[config.mk]
export PLATFORM = sky130hd
export DESIGN_NAME = fetch_unit
export DESIGN_NICKNAME = d
export VERILOG_FILES = /design/src/rtl/fetch_unit.sv
export SDC_FILE = /design/constraint.sdc
export NUM_CORES = 1
export LEC_CHECK = 0
export CAP_MARGIN = 20
export CORE_MARGIN = 1
export CORE_UTILIZATION = 25
export DETAILED_ROUTE_END_ITERATION = 10
export SLEW_MARGIN = 10
export SYNTH_ARGS = -nofsm -noshare
export SYNTH_HDL_FRONTEND = slang
export SYNTH_SLANG_ARGS = --single-unit
[constraint.sdc]
create_clock -name clk -period 5.9 [get_ports clk]
set_input_delay 1.77 -clock clk [delete_from_list [all_inputs] [get_ports clk]]
set_output_delay 1.77 -clock clk [all_outputs]
set_load 0.05 [all_outputs]
[src/rtl/fetch_unit.sv]
// Instruction fetch front end: one outstanding memory request feeding a 2-entry {pc,instr} FIFO.
// Optional FETCH_STATS_EN adds saturating stall_cycles / flush_count outputs.
module fetch_unit #(
    parameter int                    DATA_WIDTH = 32,
    parameter logic [DATA_WIDTH-1:0] RESET_PC   = '0,
    parameter logic [DATA_WIDTH-1:0] NOP_INSTR  = 'h13
) (
    input  logic                  clk,
    input  logic                  rst_n,
    output logic                  imem_req,
    output logic [DATA_WIDTH-1:0] imem_addr,
    input  logic                  imem_rvalid,
    input  logic [DATA_WIDTH-1:0] imem_rdata,
    input  logic                  redirect,
    input  logic [DATA_WIDTH-1:0] redirect_pc,
    input  logic                  stall,
    output logic [DATA_WIDTH-1:0] instr,
    output logic [DATA_WIDTH-1:0] pc_out,
    output logic                  instr_valid
`ifdef FETCH_STATS_EN
    ,
    output logic [31:0]           stall_cycles,
    output logic [31:0]           flush_count
`endif
);

    // state | meaning
    // IDLE  | no request outstanding; issues when the FIFO has room
    // WAIT  | one request outstanding, response will be pushed
    // DRAIN | one request outstanding but flushed; its response is dropped
    typedef enum logic [1:0] {IDLE, WAIT, DRAIN} state_t;

    state_t                state_q, state_d;
    logic                  started_q;
    logic [DATA_WIDTH-1:0] fetch_pc_q, fetch_pc_d, pc_inc;
    logic [DATA_WIDTH-1:0] pc_mem  [2];
    logic [DATA_WIDTH-1:0] ins_mem [2];
    logic                  rd_ptr_q, wr_ptr_q;
    logic [1:0]            count_q;
    logic                  push, pop, issue;
    logic                  unused_pc_lsbs;

    assign unused_pc_lsbs = ^redirect_pc[1:0];
    assign pc_inc         = fetch_pc_q + DATA_WIDTH'(4);

    assign instr_valid = (count_q != 2'd0);
    assign instr       = instr_valid ? ins_mem[rd_ptr_q] : NOP_INSTR;
    assign pc_out      = instr_valid ? pc_mem[rd_ptr_q]  : '0;

    always_comb begin
        state_d    = state_q;
        fetch_pc_d = fetch_pc_q;
        push       = 1'b0;
        issue      = 1'b0;
        pop        = instr_valid && !stall && !redirect;
        case (state_q)
            IDLE: begin
                if (!redirect && started_q && count_q != 2'd2)
                    issue = 1'b1;
            end
            WAIT: begin
                if (imem_rvalid) begin
                    state_d = IDLE;
                    if (!redirect) begin
                        push       = 1'b1;
                        fetch_pc_d = pc_inc;
                        // back-to-back issue only if the pushed entry still leaves a free slot
                        if (count_q == 2'd0 || (count_q == 2'd1 && pop))
                            issue = 1'b1;
                    end
                end
            end
            DRAIN: begin
                if (imem_rvalid)
                    state_d = IDLE;
            end
            default: state_d = IDLE;
        endcase
        if (redirect) begin
            fetch_pc_d = {redirect_pc[DATA_WIDTH-1:2], 2'b00};
            if (state_q == WAIT && !imem_rvalid)
                state_d = DRAIN;
        end
        if (issue)
            state_d = WAIT;
    end

    assign imem_req  = issue;
    assign imem_addr = push ? pc_inc : fetch_pc_q;

    always_ff @(posedge clk or negedge rst_n) begin
        if (!rst_n) begin
            state_q    <= IDLE;
            started_q  <= 1'b0;
            fetch_pc_q <= RESET_PC;
            rd_ptr_q   <= 1'b0;
            wr_ptr_q   <= 1'b0;
            count_q    <= 2'd0;
        end else begin
            state_q    <= state_d;
            started_q  <= 1'b1;
            fetch_pc_q <= fetch_pc_d;
            if (redirect) begin
                rd_ptr_q <= 1'b0;
                wr_ptr_q <= 1'b0;
                count_q  <= 2'd0;
            end else begin
                if (push) wr_ptr_q <= ~wr_ptr_q;
                if (pop)  rd_ptr_q <= ~rd_ptr_q;
                case ({push, pop})
                    2'b10:   count_q <= count_q + 2'd1;
                    2'b01:   count_q <= count_q - 2'd1;
                    default: count_q <= count_q;
                endcase
            end
        end
    end

    always_ff @(posedge clk) begin
        if (push) begin
            pc_mem[wr_ptr_q]  <= fetch_pc_q;
            ins_mem[wr_ptr_q] <= imem_rdata;
        end
    end

`ifdef FETCH_STATS_EN
    always_ff @(posedge clk or negedge rst_n) begin
        if (!rst_n) begin
            stall_cycles <= '0;
            flush_count  <= '0;
        end else begin
            if (instr_valid && stall && stall_cycles != 32'hFFFF_FFFF)
                stall_cycles <= stall_cycles + 32'd1;
            if (redirect && flush_count != 32'hFFFF_FFFF)
                flush_count <= flush_count + 32'd1;
        end
    end
`endif

endmodule
* Word level (Yosys, flattened, before mapping)
Memory sizes are Yosys's and may differ from the RTL's.
Index checks and enable logic that the tools add are counted.
** Operators by class
- Add/sub/neg operators :: 3
- Equality and inequality tests :: 6
- Reduce and logical (&&, ||, !) cells :: 20
- Shift-type cells :: 0
- Order comparisons :: 0
- Bitwise logic cells :: 2
- Muxes and demuxes :: 27
- Multiply operators :: 0
- Divide/modulo/power cells :: 0
** Operators by type and width (number)
- $mux W32 :: 6
- $add A32 B3 Y32 const B :: 1
- $mux W1 :: 13
- $mux W2 :: 5
- $reduce_bool A2 Y1 :: 5
- $pmux W2 S2 :: 2
- $eq A2 B1 Y1 const B :: 3
- $logic_and A1 B1 Y1 :: 6
- $eq A2 B2 Y1 const B :: 2
- $logic_not A2 Y1 :: 2
- $logic_not A1 Y1 :: 3
- $reduce_bool A3 Y1 :: 1
- $add A2 B1 Y2 const B :: 1
- $ne A2 B2 Y1 const B :: 1
- $not A1 Y1 :: 2
- $pmux W1 S2 :: 1
- $reduce_and A2 Y1 :: 1
- $reduce_or A2 Y1 :: 1
- $sub A2 B1 Y2 const B :: 1
- $logic_or A1 B1 Y1 :: 1
** Storage, ports and cells
- Output and inout bits :: 98
- Memories kept :: 2
- Bits in latches :: 0
- Input bits :: 69
- Bits in registers :: 39
- Bits in read-only memories :: 0
- Logic and storage cells :: 66
- Memory bits (writable) :: 128
** Memory list
- ins_mem :: words 2, bits a word 32, rd ports 1, clocked after memory_dff 0, write ports 1, RTL line 37 : logic [DATA_WIDTH-1:0] ins_mem [2];
- pc_mem :: words 2, bits a word 32, rd ports 1, clocked after memory_dff 0, write ports 1, RTL line 36 : logic [DATA_WIDTH-1:0] pc_mem [2];

* Longest topological paths before layout
- Depth in word-level cells :: 10
- Gate-level depth with buffers :: 7
- Mapped depth without buffers :: 6

* Worst setup path before layout
Ideal clock, no wire load.
- Kind :: input port to output port
- From :: input port redirect
- To :: output port imem_addr[27]
- Buffers on the path :: 0
- Data arrival time :: 3.847 ns
- Stages on the path :: 4
- Setup slack :: 0.283 ns
- Data required time :: 4.130 ns
- Cells stage by stage :: nand3b_1 nor4_2 or3b_2 xnor2_1
** Between the ends
- Cells in the longest elaborated chain, start to end :: 4
** Ends and longest elaborated chain
- start, declared :: RTL line 14 : input logic redirect,
- $mux W1 :: RTL line 64 : if (!redirect) begin
- $mux W1 :: RTL line 62 : if (imem_rvalid) begin
- $mux W1 :: RTL line 56 : case (state_q)
- $mux W32 :: RTL line 89 : assign imem_addr = push ? pc_inc : fetch_pc_q;
- end, declared :: RTL line 11 : output logic [DATA_WIDTH-1:0] imem_addr,
Every way passes these cells.

* Worst setup path in the final report
- From :: input port imem_rvalid
- To :: output port imem_addr[28]
** Between the ends
- Cells in the longest elaborated chain, start to end :: 3
** Ends and longest elaborated chain
- start, declared :: RTL line 12 : input logic imem_rvalid,
- $mux W1 :: RTL line 62
- $mux W1 :: RTL line 56
- $mux W32 :: RTL line 89
Every way passes these cells.

==> out/qor.csv <==
metric,value,unit
initial antenna violation count,0,
Clock transition at path regs,70,ps
final setup fails,0,
Via Count,5221,
Max Cap Viol,0,
hpwl dp,13400,um
status,"complete, no violations",
Post-synth ARST share,23.0,%
placeable core area,29000,sq um
FF-to-FF path depth,5,
Post-CTS Setup Bufs,0,
post-cts gate resize count,0,
Synth Area per Inst,12.2,sq um
slew margin rel.,28.5,%
antenna fix cells,0,
Fin Setup TNS,0,ps
Setup CP Type,primary input to output pin,
number of synthesized flops with an enable pin,124,
Hold Path Cell Cnt,2,
fin util,35.6,%
ys flop type,edfxtp_1,
f_max,175,MHz
Final Hold Vio Count,0,
DP Worst Slack,219,ps
# H-tree levels,4,
gpl congestion,0.762,
Power Density,444,nW/um^2
Die ar.,30500,sq um
Final Cycle Share,96.7,%
CP endpoint kind,output pin,
largest net degree at the start of global routing,63,
CTS max path bufs,2,
vias per std cell,4.49,
post-synthesis cell type count,43,
Clock Skews,12.6,ps
Peak supply drop,196,uV
fill cell count,2859,
clock sink total,161,
number of CTS-inserted buffers,17,
Rows,62,
drt wl/cell,17.0,um
DRT Pass-1 Iters,4,
Hold WC Path Type,flip-flop to flip-flop,
DRT Wirelength,19800,um
"Max FO, Critical Path",14,
top-area cell type share of the netlist area,49.9,%
Layout area overhead,38.4,%
critical path arrival,3940,ps
Setup crit start kind,primary input,
Synth area leader,edfxtp_1,
FF+latch area,4650,sq um
Worst-Skew Late Latency,420,ps
max-slew violations,0,
IO Port Bufs,160,
unrepaired setup endpoints after global routing,false,
layout cells sized above 1,11.2,%
CTS root buffer,clkbuf_16,
worst endpoint required time,4130,ps
Total GRT Usage,13.3,%
Final Worst Setup Slack,194,ps
largest cells by area after synthesis,"edfxtp_1 (50%), dfrtp_1 (12%), mux2i_1 (8.4%), nor2_1 (4.4%), xnor2_1 (4.3%)",
Final nets,842,
fin crit period,5710,ps
Ports,167,
Iter 0 DRT Violations,254,
slew at the pin closest to its max-slew limit,1070,ps
number of synthesized register bits,161,
DRC,0,
Synth Instances,613,
Syn. warnings,0,
area of the multi-input gates,2560,sq um
Initial Util,25.7,%
"Seq/Total Area, Yosys",62.3,%
hold_buf cts,0,
vias in the first global route,5170,
R2R Setup Slk,3270,ps
CTS tree,built,
chip width,175,um
first-pass GRT wire length,30800,um
Lkg Pwr,0.00351,uW
area of the mapped netlist,7460,sq um
die height,175,um
global route total overflow,0,
Post-DRT Antenna Nets,0,
[cell families after synthesis]
family / synth area share (%)
AO/OA/AOI/OAI: 4.34
XOR/XNOR: 5.28
buffers and inverters: 3.72
flip-flops: 62.3
other: 0.101
multiplexers: 8.45
AND/OR/NAND/NOR: 14.6
adder cells (fa/ha/maj): 1.17
[final timing paths]
path	end	startpoint
min in group asynchronous	fetch_pc_q[22]	rst_n
max in group asynchronous	rd_ptr_q	rst_n
hold / removal	state_q[1]	state_q[1]
hold reg to reg	state_q[1]	state_q[1]
setup reg to reg	fetch_pc_q[20]	fetch_pc_q[2]
setup / recovery	imem_addr[28]	imem_rvalid
[flip-flops by register name (all words and copies together) (netlist names)]
name and cells:
wr_ptr_q 1, pc_mem 60, count_q 2, rd_ptr_q 1, started_q 1, fetch_pc_q 30
ins_mem 64, state_q 2
[worst max-delay path: stages]
cell and delay [ps]:
clkdlybuf4s50_1 560, nand3b_1 210, buf_4 270, nor4_1 460, nand3_1 160, xnor2_1 210
buf_4 160, buf_12 130
[power breakdown]
group	switching [uW]	internal [uW]	leakage [uW]	total, uW
Clock	452	624	0.000267	1080
Combinational	1310	713	0.00168	2020
Sequential	156	1340	0.00157	1490
[Yosys cell counts (7+ instances only)]
| master | count |
|---|---|
| xnor2_1 | 37 |
| mux2i_1 | 63 |
| nand2_1 | 47 |
| clkbuf_1 | 25 |
| o21ai_0 | 17 |
| nor2_1 | 87 |
| nor3_1 | 9 |
| edfxtp_1 | 124 |
| nand3_1 | 24 |
| inv_1 | 20 |
| dfrtp_1 | 37 |
| xor2_1 | 8 |
| nand4_1 | 16 |
| nor4_1 | 13 |
| a31oi_1 | 10 |
| ha_1 | 7 |
[placed cells by master (no fill, tap or decap), types with 4 or more instances in the layout]
cell,netlist,routed
clkdlybuf4s50_1,0,127
edfxtp_1,124,124
nor2_1,87,86
mux2i_1,63,63
nand2_1,47,47
xnor2_1,37,37
dfrtp_1,37,36
buf_12,0,31
nand3_1,24,24
inv_1,20,20
o21ai_0,17,17
clkbuf_16,0,17
nand4_1,16,16
nor4_1,13,13
buf_4,5,12
a31oi_1,10,10
nor3_1,9,9
xor2_1,8,8
ha_1,7,6
conb_1,2,5
or3_1,4,4
o31ai_1,4,4
or4_1,4,4
a211o_1,4,4
[final cells by class]
cell class / count / share of cell area, %
tap: 384 / 4.65
timing repair buffer: 172 / 19.3
clock buffer: 19 / 4.19
sequential: 161 / 45.0
multi-input combinational: 394 / 24.8
inverter: 20 / 0.727
clock inverter: 12 / 1.31
[through the flow]
step | power (uW) | instance area (sq um) | hold slack, ps | instances
floorplan | 2790 | 7470 | 437 | 616
global placement | 3560 | 9760 | 538 | 1131
detailed placement | 3580 | 9760 | 550 | 1131
CTS | 4660 | 10300 | 559 | 1162
global route | 4800 | 10300 | 567 | 1162
finish | 4590 | 10300 | 558 | 1162
[metal layers]
| layer | global-route usage, % | wire length, um |
|---|---|---|
| met1 | 17.7 | 9090 |
| met2 | 21.4 | 9330 |
| met3 | 3.46 | 1120 |
| met4 | 3.44 | 240 |
| met5 | 0 | 0 |
No activity file was read; power rests on OpenSTA's default activity.
